==> src/rtl/aes_shift_rows_unit.sv <==
// Registered AES ShiftRows / InvShiftRows engine for NB = 4, 6 or 8 columns.
// The permuted block and its direction tag go into a 2-entry valid/ready FIFO.
module aes_shift_rows_unit #(
  parameter int NB    = 4,
  parameter int CNT_W = 16
) (
  input  logic              clk,
  input  logic              rst,
  input  logic              inverse,
  input  logic              flush,
  input  logic              in_valid,
  output logic              in_ready,
  input  logic [32*NB-1:0]  in_data,
  output logic              out_valid,
  input  logic              out_ready,
  output logic [32*NB-1:0]  out_data,
  output logic              out_inverse,
  output logic [CNT_W-1:0]  blk_count
);

  localparam int W = 32 * NB;

  generate
    if (NB != 4 && NB != 6 && NB != 8) begin : g_bad_nb
      $fatal(1, "aes_shift_rows_unit: NB must be 4, 6 or 8");
    end
  endgenerate

  // Rijndael row offsets; the wide 256-bit state uses larger shifts on rows 2 and 3.
  function automatic int rowShift(input int r);
    int s;
    case (r)
      0:       s = 0;
      1:       s = 1;
      2:       s = (NB == 8) ? 3 : 2;
      default: s = (NB == 8) ? 4 : 3;
    endcase
    return s;
  endfunction

  logic [W-1:0] permData;

  // Pure wiring: each output byte picks one of two fixed source columns.
  for (genvar r = 0; r < 4; r++) begin : g_row
    for (genvar c = 0; c < NB; c++) begin : g_col
      localparam int Shift  = rowShift(r);
      localparam int FwdSrc = (c + Shift) % NB;
      localparam int InvSrc = (c + NB - Shift) % NB;
      assign permData[W-1-8*(4*c+r) -: 8] = inverse ? in_data[W-1-8*(4*InvSrc+r) -: 8]
                                                    : in_data[W-1-8*(4*FwdSrc+r) -: 8];
    end
  end

  logic [W-1:0]     dataMem_q [2];
  logic [1:0]       tagMem_q;
  logic             headPtr_q, headPtr_d;
  logic             tailPtr_q, tailPtr_d;
  logic [1:0]       count_q, count_d;
  logic [CNT_W-1:0] blkCount_q, blkCount_d;
  logic             push, pop;

  assign in_ready    = (count_q != 2'd2) && !flush;
  assign out_valid   = (count_q != 2'd0);
  assign out_data    = dataMem_q[headPtr_q];
  assign out_inverse = tagMem_q[headPtr_q];
  assign blk_count   = blkCount_q;

  assign push = in_valid && in_ready;
  assign pop  = out_valid && out_ready;

  // Flush overrides any push/pop in the same cycle; push is already blocked via in_ready.
  always_comb begin
    headPtr_d  = headPtr_q;
    tailPtr_d  = tailPtr_q;
    count_d    = count_q;
    blkCount_d = blkCount_q;
    if (flush) begin
      headPtr_d  = 1'b0;
      tailPtr_d  = 1'b0;
      count_d    = 2'd0;
      blkCount_d = '0;
    end else begin
      if (push) begin
        tailPtr_d  = ~tailPtr_q;
        blkCount_d = blkCount_q + CNT_W'(1);
      end
      if (pop) begin
        headPtr_d = ~headPtr_q;
      end
      case ({push, pop})
        2'b10:   count_d = count_q + 2'd1;
        2'b01:   count_d = count_q - 2'd1;
        default: count_d = count_q;
      endcase
    end
  end

  always_ff @(posedge clk or posedge rst) begin
    if (rst) begin
      headPtr_q  <= 1'b0;
      tailPtr_q  <= 1'b0;
      count_q    <= 2'd0;
      blkCount_q <= '0;
    end else begin
      headPtr_q  <= headPtr_d;
      tailPtr_q  <= tailPtr_d;
      count_q    <= count_d;
      blkCount_q <= blkCount_d;
    end
  end

  // Tags are reset so out_inverse reads 0 after reset; the wide data storage is not.
  always_ff @(posedge clk or posedge rst) begin
    if (rst) begin
      tagMem_q <= 2'b00;
    end else if (push) begin
      tagMem_q[tailPtr_q] <= inverse;
    end
  end

  always_ff @(posedge clk) begin
    if (push) begin
      dataMem_q[tailPtr_q] <= permData;
    end
  end

endmodule
==> config.mk <==
export PLATFORM = sky130hd
export DESIGN_NAME = aes_shift_rows_unit
export DESIGN_NICKNAME = d
export VERILOG_FILES = /design/src/rtl/aes_shift_rows_unit.sv
export SDC_FILE = /design/constraint.sdc
export NUM_CORES = 1
export LEC_CHECK = 0
export CORE_MARGIN = 4
export CORE_UTILIZATION = 44
export CTS_CLUSTER_DIAMETER = 50
export DETAILED_ROUTE_END_ITERATION = 8
export PLACE_DENSITY = 0.87
export SETUP_SLACK_MARGIN = 0.3
export SLEW_MARGIN = 10
export SYNTH_ARGS = -nofsm -noshare
export SYNTH_HDL_FRONTEND = slang
export SYNTH_SLANG_ARGS = --single-unit
==> constraint.sdc <==
create_clock -name clk -period 12.26 [get_ports clk]
set_input_delay 2.452 -clock clk [delete_from_list [all_inputs] [get_ports clk]]
set_output_delay 2.452 -clock clk [all_outputs]
set_load 0.05 [all_outputs]
==> impl_results.md, run 1 <==
- Critical Path Max Stage Delay: 0.80 ns
- Worst Hold Depth: 1
- Worst r2r src: count_q[0]$_DFFE_PP0P_
- MaxCap Viol Count: 0
- Die Width: 167 um
- Pin count of the biggest net entering global routing: 80
- First-pass GRT wire length: 37800 um
- Fraction of layout instances using a drive strength above 1: 28.4%
- H-tree Lvls: 2
- Routed WL: 24400 um
- Total power: 2.44 mW
- Worst path slowest cell: clkdlybuf4s50_1
- Resized cells post-CTS: 0
- Final Wtd Congestion: 0.737
- Max Clk Rate: 0.154 GHz
- FP Rows: 57
- Clk_lat worst skew: 0.48 ns
- Initial antenna violation count: 1
- Hold Path Class: reg -> reg
- CP delay by family, top: buffers and inverters
- Post-synthesis cell count: 589
- Cell area power density: 159 mW/mm^2
- Die Ht: 167 um
- Cts hold-fix bufs: 0
- Buf/Inv on CP: 3
- Clock tree buffer depth: 3
- Iter 0 DRT Violations: 299
- Worst path cell trace: clkdlybuf4s50_1 > buf_4 > nor2_1 > clkdlybuf4s50_1
- Ports: 281
- Vias in the first global route: 6928
- CTS tree: yes
- Hold wc startpoint: tagMem_q[1]$_DFFE_PP0P_
- Worst path required time: 9.81 ns
- Reg-to-Reg End: tagMem_q[0]$_DFFE_PP0P_
- Post-synthesis sequential area ratio: 74.4%
- VDD IR max: 137 uV
- Final setup viols: 0
- Dpl hpwl: 15800 um
- Yosys warns: 0
- # port buffers: 280
- Most frequent cells in the layout: clkdlybuf4s50_1, edfxtp_1, mux2_2, clkbuf_16, dfrtp_1
- Post-Route Setup TNS: 0 ns
- Setup WS pre-CTS: 5.78 ns
- Worst-margin pin slew: 1.08 ns
- Fin Hold WS: 0.509 ns
- Core area: 0.0245 mm^2
- R2R Setup Slk: 8.97 ns
- Final setup margin: 5.78 ns
- Outcome: complete, no violations
- Final Cycle Share: 52.9%
- Starting density of the core: 45.1%
- Clk pin slew, worst setup/hold paths: 0.06 ns
- Remaining DRCs: 0
- Worst Path Arrival: 4.03 ns
- Vias: 6363
- Tmin final: 6.48 ns
- Clock Sinks: 278
- CP endpoint kind: primary output
- Synth cell types: 33
- Startpoint types: primary input
- Drt via density: 5.15
- Critical path class: in -> out
- Tot GR Track Use: 17.0%
- Nets: 1019
- Hold endpoint: tagMem_q[1]$_DFFE_PP0P_
- LEAKAGE: 5.17 nW
- Antenna viol nets, final: 0
- Final hold viol count: 0
- Syn-to-layout area delta: 38.4%
- RSZ-0062 raised after global routing: false
- CTS root buf: clkbuf_16
- WL per Instance: 19.7 um
- Post-CTS setup buffers: 0
- Max Transition Viols Final: 0
- #FFs+latches synth: 278
- Avg Inst Size Synth: 18.8 um^2
- Worst rel slew slack: 27.8%
- Worst Reg-to-Reg Cells: 6
- Num CTS Buffers: 34
- Post-Syn Area: 0.0111 mm^2
- Top cell by count, worst path: clkdlybuf4s50_1
- Die area: 0.0278 mm^2
- Number of iterations in the first detailed-routing pass: 4
- Mapped Nets: 724
- Final Skew: 0.0116 ns
- Fillers: 1764
- Worst-path maximum fanout: 22
- Leading cell type in the layout, fill and taps excluded: clkdlybuf4s50_1
- Grt ovf: 0
==> registers in the layout (all words and copies together), names as in the netlist <==
name       cells
blk_count     16
count_q        2
dataMem_q    256
headPtr_q      1
tagMem_q       2
tailPtr_q      1
==> synth_stat cells <==
library cell	n	area share (%)
edfxtp_1	256	69
mux2_2	195	20
clkbuf_1	23	0.78
dfrtp_1	22	5.0
a21oi_1	12	0.54
nor2_1	10	0.34
nand2_1	8	0.27
nand3_1	6	0.27
o31ai_1	6	0.41
or4_1	6	0.41
inv_1	5	0.17
o21ai_0	5	0.23
xor2_1	5	0.40
buf_1	4	0.14
nand4_1	3	0.17
or3_1	3	0.17
and4_1	2	0.16
nand2b_1	2	0.11
o41ai_1	2	0.16
a211oi_1	1	0.068
a22oi_1	1	0.068
and2_1	1	0.057
buf_6	1	0.10
ha_1	1	0.11
nand3_2	1	0.090
nor3_1	1	0.045
nor3b_1	1	0.068
nor4_1	1	0.057
o21a_1	1	0.068
o311ai_0	1	0.079
o311ai_1	1	0.079
o31a_1	1	0.079
or3b_4	1	0.10
==> layout make-up <==
type / instances / area (um^2) / area share (%)
diodes: 1 / 2.50 / 0.0163
clock buffers: 50 / 1020 / 6.63
clock inverters: 12 / 67.6 / 0.441
inverters: 5 / 18.8 / 0.122
multi-input cells: 278 / 2730 / 17.8
flip-flops and latches: 278 / 8240 / 53.8
well taps: 324 / 405 / 2.64
repair buffers: 287 / 2850 / 18.6
==> cell families (layout without fill, tap and decap cells) <==
kind of cell             after synthesis  in the layout  share of synthesized area (%)
AO/OA/AOI/OAI                         31             31                           1.77
XOR/XNOR                               5              5                          0.395
adder cells (fa/ha/maj)                1              1                          0.113
buffers and inverters                 33            354                           1.19
flip-flops                           278            278                           74.4
multiplexers                         195            195                           19.8
other                                  0              1                              0
AND/OR/NAND/NOR                       46             46                           2.32
==> worst max path at each step <==
| stage | from | end | slack, ns | cells after the start |
|---|---|---|---|---|
| after floorplan | in_valid | tagMem_q[1]$_DFFE_PP0P_ | 3.45 | 4 |
| after global placement | flush | in_ready | 5.80 | 4 |
| after detailed placement | flush | in_ready | 5.78 | 4 |
| after CTS | flush | in_ready | 5.77 | 4 |
| after global routing | flush | in_ready | 5.72 | 4 |
| final | flush | in_ready | 5.78 | 4 |
==> per-stage QoR <==
step / instances / area, um^2 / utilization [%]
after global placement: 1172 / 14200 / 58.1
final: 1235 / 15300 / 62.5
after global routing: 1235 / 15300 / 62.5
after CTS: 1234 / 15300 / 62.5
after floorplan: 589 / 11100 / -
after detailed placement: 1172 / 14200 / 58.1
==> report_power, final <==
part / switching [mW] / internal, mW
Combinational: 0.236 / 0.162
Clock: 0.361 / 0.577
Sequential: 0.0178 / 1.09
Total: 0.615 / 1.83
==> routing by layer <==
metal	share of wire (%)	up-vias	track usage, %	wire (um)
met1	39	3192	19.8	9490
li1	-	2918	-	-
met2	52	212	30.6	12800
met4	2.7	0	5.80	656
met3	6.0	41	4.34	1450
met5	0	-	0	0
==> worst register-to-register path, stage by stage (launching register included) <==
cell and delay [ns]:
dfrtp_1 0.44, nand2b_1 0.22, nand2_1 0.23, nor3_4 0.17, buf_4 0.67, buf_4 0.95, mux2_2 0.48
(Power assumes the default switching activity.)
==> run 2, diff against run 1 <==
CORE_UTILIZATION = 45   (was 44)
PLACE_DENSITY = 0.85   (was 0.87)
clock period = 6.01 ns   (was 12.26 ns; I/O delays follow)
==> run 2 against run 1 <==
Clock-buffer cell count down 18. Routed wire length fell by 2.6%. Critical path depth shrank 1. Critical path type is now reg -> out. Largest cell class unchanged.
==> impl_results.md, run 2 (same netlist as run 1, synthesis figures left out) <==
- Worst path slowest cell: clkdlybuf4s50_1
- Die Ht: 165 um
- Most frequent cells in the layout: clkdlybuf4s50_1, edfxtp_1, mux2_2, clkbuf_16, dfrtp_1
- Clk_lat worst skew: 0.54 ns
- Worst rel slew slack: 41.5%
- Critical Path Max Stage Delay: 0.72 ns
- VDD IR max: 193 uV
- CP delay by family, top: buffers and inverters
- Tmin final: 4.23 ns
- Die area: 0.0272 mm^2
- Vias: 6323
- Post-placement cell area: 0.0143 mm^2
- Final hold viol count: 0
- Final Wtd Congestion: 0.732
- Dpl hpwl: 15700 um
- Post-CTS setup buffers: 0
- GR Util met3: 4.02%
- Worst Hold Depth: 1
- Cell area power density: 311 mW/mm^2
- Max Transition Viols Final: 0
- Syn-to-layout area delta: 37.2%
- Fraction of layout instances using a drive strength above 1: 28.0%
- Vias in the first global route: 6686
- Initial antenna violation count: 2
- Fillers: 1731
- Remaining DRCs: 0
- Clk pin slew, worst setup/hold paths: 0.06 ns
- Resized cells post-CTS: 0
- Die Width: 165 um
- GRT met1 Usage: 19.3%
- Final setup viols: 0
- Clock tree buffer depth: 3
- Worst-path maximum fanout: 58
- Worst r2r src: count_q[0]$_DFFE_PP0P_
- CP endpoint kind: primary output
- Num CTS Buffers: 30
- Worst path cell trace: buf_4 > mux2_2 > clkdlybuf4s50_1
- # port buffers: 280
- Post-Layout Inst Area: 0.0152 mm^2
- Register name with the most flops: dataMem_q
- First-pass GRT wire length: 35500 um
- Iter 0 DRT Violations: 306
- Pin count of the biggest net entering global routing: 75
- Buf/Inv on CP: 2
- Worst path required time: 4.81 ns
- Clock Sinks: 278
- Antenna viol nets, final: 0
- Largest register FFs: 256
- Most Crowded Layer GR: met2
- Leading cell type in the layout, fill and taps excluded: clkdlybuf4s50_1
- Cell count after placement: 1173
- Hold endpoint: tagMem_q[1]$_DFFE_PP0P_
- RSZ-0062 raised after global routing: false
- Grt met2 use: 30.2%
- Nets: 1016
- R2R Setup Slk: 3.73 ns
- WL per Instance: 19.3 um
- Worst Reg-to-Reg Cells: 4
- Post-Route Setup TNS: 0 ns
- Outcome: complete, no violations
- Max Clk Rate: 0.237 GHz
- Startpoint types: flop
- Grt ovf: 0
- Cts hold-fix bufs: 0
- Worst-margin pin slew: 0.876 ns
- Final Cycle Share: 70.3%
- LEAKAGE: 5.09 nW
- Ports: 281
- Fin cells: 1230
- Hold Path Class: reg -> reg
- Total power: 4.73 mW
- Critical path class: reg -> out
- FP Rows: 57
- Final setup margin: 1.78 ns
- CTS tree: yes
- H-tree Lvls: 1
- Number of iterations in the first detailed-routing pass: 7
- MaxCap Viol Count: 0
- Core area: 0.0242 mm^2
- Hold wc startpoint: tagMem_q[1]$_DFFE_PP0P_
- Drt via density: 5.14
- Starting density of the core: 45.7%
- CTS root buf: clkbuf_16
- Setup WS pre-CTS: 2.28 ns
- Reg-to-Reg End: dataMem_q[1][46]$_DFFE_PP_
- Worst Path Arrival: 3.03 ns
- Tot GR Track Use: 16.7%
- Final Skew: 0.0166 ns
- CP Depth: 3
- Routed WL: 23700 um
run 2: cell types whose count changed in the layout (fill, tap and decap cells not counted), moves of 2 or more:
cell        before  now
clkinv_2         7    4
clkbuf_16       38   31
buf_12           0    2
clkinv_1         2   10
clkbuf_8         2    0
clkinvlp_4       1    5
clkbuf_1        10    1
run 2: through the flow:
stage               hold WS [ns]  util, %
finish                     0.508     62.6
floorplan                  0.475        -
CTS                        0.508     62.6
detailed placement         0.495     58.9
global route               0.535     62.6
global placement           0.486     58.9
run 2: worst max path at each step:
| stage | from | end | slack (ns) |
|---|---|---|---|
| 2_1_floorplan | in_valid | tagMem_q[1]$_DFFE_PP0P_ | 0.37 |
| 3_3_place_gp | flush | in_ready | 2.26 |
| 6_report | headPtr_q$_DFFE_PP0P_ | out_data[56] | 1.78 |
| 5_1_grt | headPtr_q$_DFFE_PP0P_ | out_data[56] | 1.68 |
| 3_5_place_dp | flush | in_ready | 2.28 |
| 4_1_cts | headPtr_q$_DFFE_PP0P_ | out_data[116] | 1.76 |
run 2: where the power goes:
part | switching, mW | total (mW) | internal, mW
logic | 0.488 | 0.821 | 0.332
clock network | 0.728 | 1.67 | 0.938
registers | 0.0251 | 2.24 | 2.21
run 2: worst register-to-register path: stages, from the launching register on:
cell	delay, ns
dfrtp_1	0.41
nand2b_1	0.21
nand2_1	0.23
nor3b_4	0.35
buf_4	0.64
run 2: area by class of cell:
| cell class | instances | area, um^2 | share of cell area (%) |
|---|---|---|---|
| Antenna cell | 2 | 5.00 | 0.0329 |
| Clock buffer | 32 | 779 | 5.13 |
| Sequential cell | 278 | 8240 | 54.3 |
| Tap cell | 324 | 405 | 2.67 |
| Multi-Input combinational cell | 278 | 2730 | 18.0 |
| Timing Repair Buffer | 288 | 2880 | 19.0 |
| Inverter | 5 | 18.8 | 0.124 |
| Clock inverter | 23 | 130 | 0.857 |
run 2: layer usage:
metal,routed length (um),vias up
met4,665,0
li1,-,2912
met3,1550,47
met2,12600,207
met1,8910,3157
met5,0,-
==> edit 1: new RTL, config.mk and constraints of run 2 <==
Put one more register stage on the output `blk_count`, with the module's reset. The value now appears one clock later. The other outputs are not delayed to match.
--- a/src/rtl/aes_shift_rows_unit.sv
+++ b/src/rtl/aes_shift_rows_unit.sv
@@ -64,5 +64,11 @@
   assign out_data    = dataMem_q[headPtr_q];
   assign out_inverse = tagMem_q[headPtr_q];
-  assign blk_count   = blkCount_q;
+  always_ff @(posedge clk or posedge rst) begin
+    if (rst) begin
+      blk_count <= '0;
+    end else begin
+      blk_count <= blkCount_q;
+    end
+  end
 
   assign push = in_valid && in_ready;
Function: changed (Yosys sat finds a counterexample within 4 cycles, from zero or initial values and one cycle with rst high).
==> edit 1 against run 2 <==
  * Power grew 10%
  * Design area grew 3.9%
  * Wire length grew 3.3%
  * Worst setup slack lost 89 ps
  * Fmax shrank 2.1%
  * Sequential cell count grew 16
  * First-iteration DRC count grew 9.5%
  * Synthesized area grew 3.3%
  * Synthesized cell count grew 2.4%
  * Critical endpoint is now in_ready
  * Largest power group unchanged
==> edit 1: results (changes against run 2) <==
| Metric | Value |
|---|---|
| Outcome | `finished, final reports clean` |
| Top routing layer in use | `met4` |
| WP data arrival | `3110 ps (+80 ps)` |
| Slowest-stage cell, CP | `clkdlybuf4s50_1` |
| Routed met1 length | `9.34 mm (+4.9%)` |
| Root buf cell | `clkbuf_16` |
| Synth warn | `0 (unchanged)` |
| EDFF count, synth | `256 (unchanged)` |
| Comb group | `814 uW (-0.9%)` |
| Clock skew | `9.45 ps (-7.19 ps)` |
| Share of cells above drive strength 1 | `0.275 (-0.00498)` |
| Worst skew pair latency | `500 ps (-40 ps)` |
| Top post-synthesis cells by count | `256 x edfxtp_1, 195 x mux2_2, 38 x dfrtp_1` |
| Final GP Congestion | `0.778 (+6.3%)` |
| Routed vias | `6401 (+1.2%)` |
| Vias in the first global route | `7077 (+5.8%)` |
| First-pass GRT wire length | `38.1 mm (+7.5%)` |
| Cts hold-fix bufs | `0 (unchanged)` |
| Clk power | `2.04 mW (+22%)` |
| # port buffers | `280 (unchanged)` |
| Cells resized by post-CTS repair | `0 (unchanged)` |
| Antenna violations before repair | `0 (-2)` |
| Syn Nets | `738 (+1.9%)` |
| Seq/Total Area, Yosys | `0.755 (+0.0109)` |
| H-tree levels | `2 (+1)` |
| Largest net degree at the start of global routing | `130 (+73%)` |
| DRT Wirelength | `24.5 mm (+3.3%)` |
| TritonRoute pass-1 iters | `4 (-3)` |
| Clock transition at path regs | `60 ps (about the same)` |
| Leakage power | `5.43 nW (+6.7%)` |
| Met3 usage | `0.0432 (+0.00302)` |
| Worst path max stage delay | `830 ps (+110 ps)` |
| Met2 WL post-DR | `12.7 mm (+1.1%)` |
| Antenna Diode Count | `0 (-2)` |
| Worst VDD drop | `0.249 mV (+29%)` |
| Total CTS buffers | `35 (+17%)` |
| Critical path fanouts, max | `23 (-60%)` |
| Hpwl dp | `15.5 mm (-1.7%)` |
| Top FF cell, synth | `edfxtp_1` |
| Relative slew slack | `0.418 (+0.00283)` |
| 1st-iter DRT viols | `335 (+9.5%)` |
| GRT Overall Usage | `0.172 (+0.00440)` |
| Net load switching power | `1.29 mW (+3.8%)` |
| Yosys cell types | `30 (-9.1%)` |
| Top post-synthesis cells by area | `edfxtp_1 67%, mux2_2 19%, dfrtp_1 8.3%, clkbuf_1 0.69%, xor2_1 0.54%` |
| Layout Nets | `1035 (+1.9%)` |
| Place WS | `1690 ps (-585 ps)` |
| Largest regs | `dataMem_q (256), blkCount_q (16), blk_count (16)` |
| Met1 Use GR | `0.199 (+0.00534)` |
| Total Power | `5.21 mW (+10%)` |
| DR WL met3 | `1.56 mm (+0.45%)` |
| Async set-reset flop share out of synthesis | `0.129 (+0.0501)` |
| Met2 GRT Util | `0.307 (+0.00488)` |
==> edit 1: changes by cell type in the layout (fill, tap and decap cells not counted), sizes merged, moves of 3 or more <==
cell,delta
buf,-3
bufinv,+3
clkbuf,+14
clkinv,-6
clkinvlp,-5
dfrtp,+16
nor2,+3
==> edit 1: final cells by class <==
class / instances / area, um^2
Fill cell: 1757 / 9320
Timing Repair Buffer: 285 / 2870
Sequential cell: 294 / 8640
Multi-Input combinational cell: 280 / 2720
Clock inverter: 15 / 156
Inverter: 4 / 15.0
Tap cell: 330 / 413
Clock buffer: 46 / 970
==> edit 1: stage by stage <==
| stage | instance area, um^2 | hold WS, ps | instances |
|---|---|---|---|
| after floorplan | 11500 | 367 | 603 |
| after global placement | 14700 | 388 | 1193 |
| after detailed placement | 14700 | 390 | 1193 |
| after CTS | 15800 | 411 | 1254 |
| after global routing | 15800 | 425 | 1254 |
| final | 15800 | 407 | 1254 |
==> edit 1: path summary, 6_finish.rpt <==
| path | from | endpoint | slack, ps | cells after the start |
|---|---|---|---|---|
| setup / recovery | flush | in_ready | 1690 | 3 |
| max in group asynchronous | rst | headPtr_q | 4530 | 3 |
| hold reg to reg | blkCount_q[15] | blk_count[15] | 410 | 0 |
| hold / removal | blkCount_q[15] | blk_count[15] | 410 | 0 |
| min in group asynchronous | rst | blk_count[9] | 1120 | 3 |
| setup reg to reg | count_q[1] | tagMem_q[1] | 3840 | 4 |
==> edit 1: cells by family (layout without fill, tap and decap cells) <==
family / after synthesis / after routing / share of synthesized area
compound gates: 23 / 23 / 0.0114
xor+xnor: 9 / 9 / 0.00689
fa+ha+maj: 1 / 1 / 0.00109
buf+inv: 29 / 350 / 0.00962
flops: 294 / 294 / 0.755
mux: 195 / 195 / 0.192
simple gates: 52 / 52 / 0.0244
==> edit 2: new RTL, flow settings as in run 2 <==
Without the edit above. `CNT_W`: 16 -> 14.
--- a/src/rtl/aes_shift_rows_unit.sv
+++ b/src/rtl/aes_shift_rows_unit.sv
@@ -3,5 +3,5 @@
 module aes_shift_rows_unit #(
   parameter int NB    = 4,
-  parameter int CNT_W = 16
+  parameter int CNT_W = 14
 ) (
   input  logic              clk,
Ports: changed (resized blk_count); port bits go from 281 to 279. The function was not compared with the original's and may differ.
==> edit 2 against run 2 <==
  * Design area shrank 0.59%
  * Final cell count shrank 1.2%
  * Worst setup slack gained 200 ps
  * Critical path depth is the same
  * Wire length shrank 1.2%
  * Sequential cell count shrank 2
  * Synthesized cell count shrank 2.0%
  * Core utilization grew 0.93 points
  * Power grew 0.95%
  * Register-to-register slack gained 40 ps
  * Sequential share of layout area is essentially flat
  * Hold slack lost 6.7 ps
  * Synthesized area shrank 0.94%
==> edit 2: results (changes against run 2) <==
| Metric | Value |
|---|---|
| Net load switching power | `1.23 mW (-0.60%)` |
| Total CTS buffers | `31 (+3.3%)` |
| WP data arrival | `2830 ps (-200 ps)` |
| Avg WL per Cell | `19.3 um (about the same)` |
| Comb group | `805 uW (-2%)` |
| Antenna Diode Count | `0 (-2)` |
| TritonRoute pass-1 iters | `4 (-3)` |
| Final non-clock buffer share | `0.189 (-0.00102)` |
| Seq/total area | `0.542 (about the same)` |
| Async set-reset flop share out of synthesis | `0.0725 (-0.00667)` |
| Synth Area per Inst | `19.0 um^2 (+1.1%)` |
| # port buffers | `278 (-0.71%)` |
| 1st-iter DRT viols | `392 (+28%)` |
| Syn Nets | `712 (-1.7%)` |
| Largest net degree at the start of global routing | `73 (-2.7%)` |
| Leakage power | `5.09 nW (+0.14%)` |
| Bufs w/o clock | `286 (-0.69%)` |
| Clock skew | `17.6 ps (+0.925 ps)` |
| Cell Pwr Density | `316 nW/um^2 (+1.5%)` |
| Outcome | `finished, final reports clean` |
| Worst path max stage delay | `740 ps (+20 ps)` |
| Fill cells | `1677 (-3.1%)` |
| Fraction of area in multi-input gates | `0.177 (-0.00216)` |
| Worst VDD drop | `0.242 mV (+26%)` |
| R2R cell count | `5 (+1)` |
| Critical path fanouts, max | `66 (+14%)` |
| Clk tree area frac | `0.0637 (+0.00384)` |
| Routed vias | `6124 (-3.1%)` |
| Hpwl dp | `15.4 mm (-2.0%)` |
| Sequential cells | `276 (-0.72%)` |
| Comb_multi_in | `272 (-2.2%)` |
[edit 2: cell count changes in the layout (fill, tap and decap cells not counted), moves of 3 or more]
| cell | change |
|---|---|
| clkbuf_1 | +4 |
| o31ai_1 | -4 |
| a21oi_1 | -3 |
| or4_1 | -4 |
| clkinv_1 | -3 |
[edit 2: stage by stage]
| stage | setup WS, ps | utilization | cell area (um^2) | hold WS (ps) |
|---|---|---|---|---|
| 3_3_place_gp | 2070 | 0.595 | 14100 | 487 |
| 2_1_floorplan | 475 | - | 11000 | 475 |
| 5_1_grt | 1890 | 0.636 | 15100 | 556 |
| 6_report | 1980 | 0.636 | 15100 | 501 |
| 3_5_place_dp | 2010 | 0.595 | 14100 | 491 |
| 4_1_cts | 1950 | 0.636 | 15100 | 504 |
[edit 2: kinds of logic after synthesis]
logic type	count (synthesis)	share of synthesized area
AO/OA/AOI/OAI	21	0.0107
XOR/XNOR	6	0.00479
AND/OR/NAND/NOR	47	0.0242
adder cells (fa/ha/maj)	1	0.00114
buffers and inverters	29	0.0106
multiplexers	197	0.202
flip-flops	276	0.746
[edit 2: worst paths after layout]
path / from / endpoint / slack, ps
worst max-delay path: headPtr_q / out_data[18] / 1980
worst min-delay path: tagMem_q[1] / tagMem_q[1] / 500
worst max register to register: count_q[0] / tagMem_q[0] / 3770
worst min register to register: tagMem_q[1] / tagMem_q[1] / 500
max in group asynchronous: rst / headPtr_q / 4370
min in group asynchronous: rst / tailPtr_q / 1090
[edit 2: metal layers]
metal	share of wire	wire [um]	track usage	vias up
met5	0	0	0	-
met4	0.032	750	0.0572	0
met3	0.074	1740	0.0464	52
met2	0.53	12300	0.307	207
met1	0.37	8640	0.190	3016
li1	-	-	-	2849
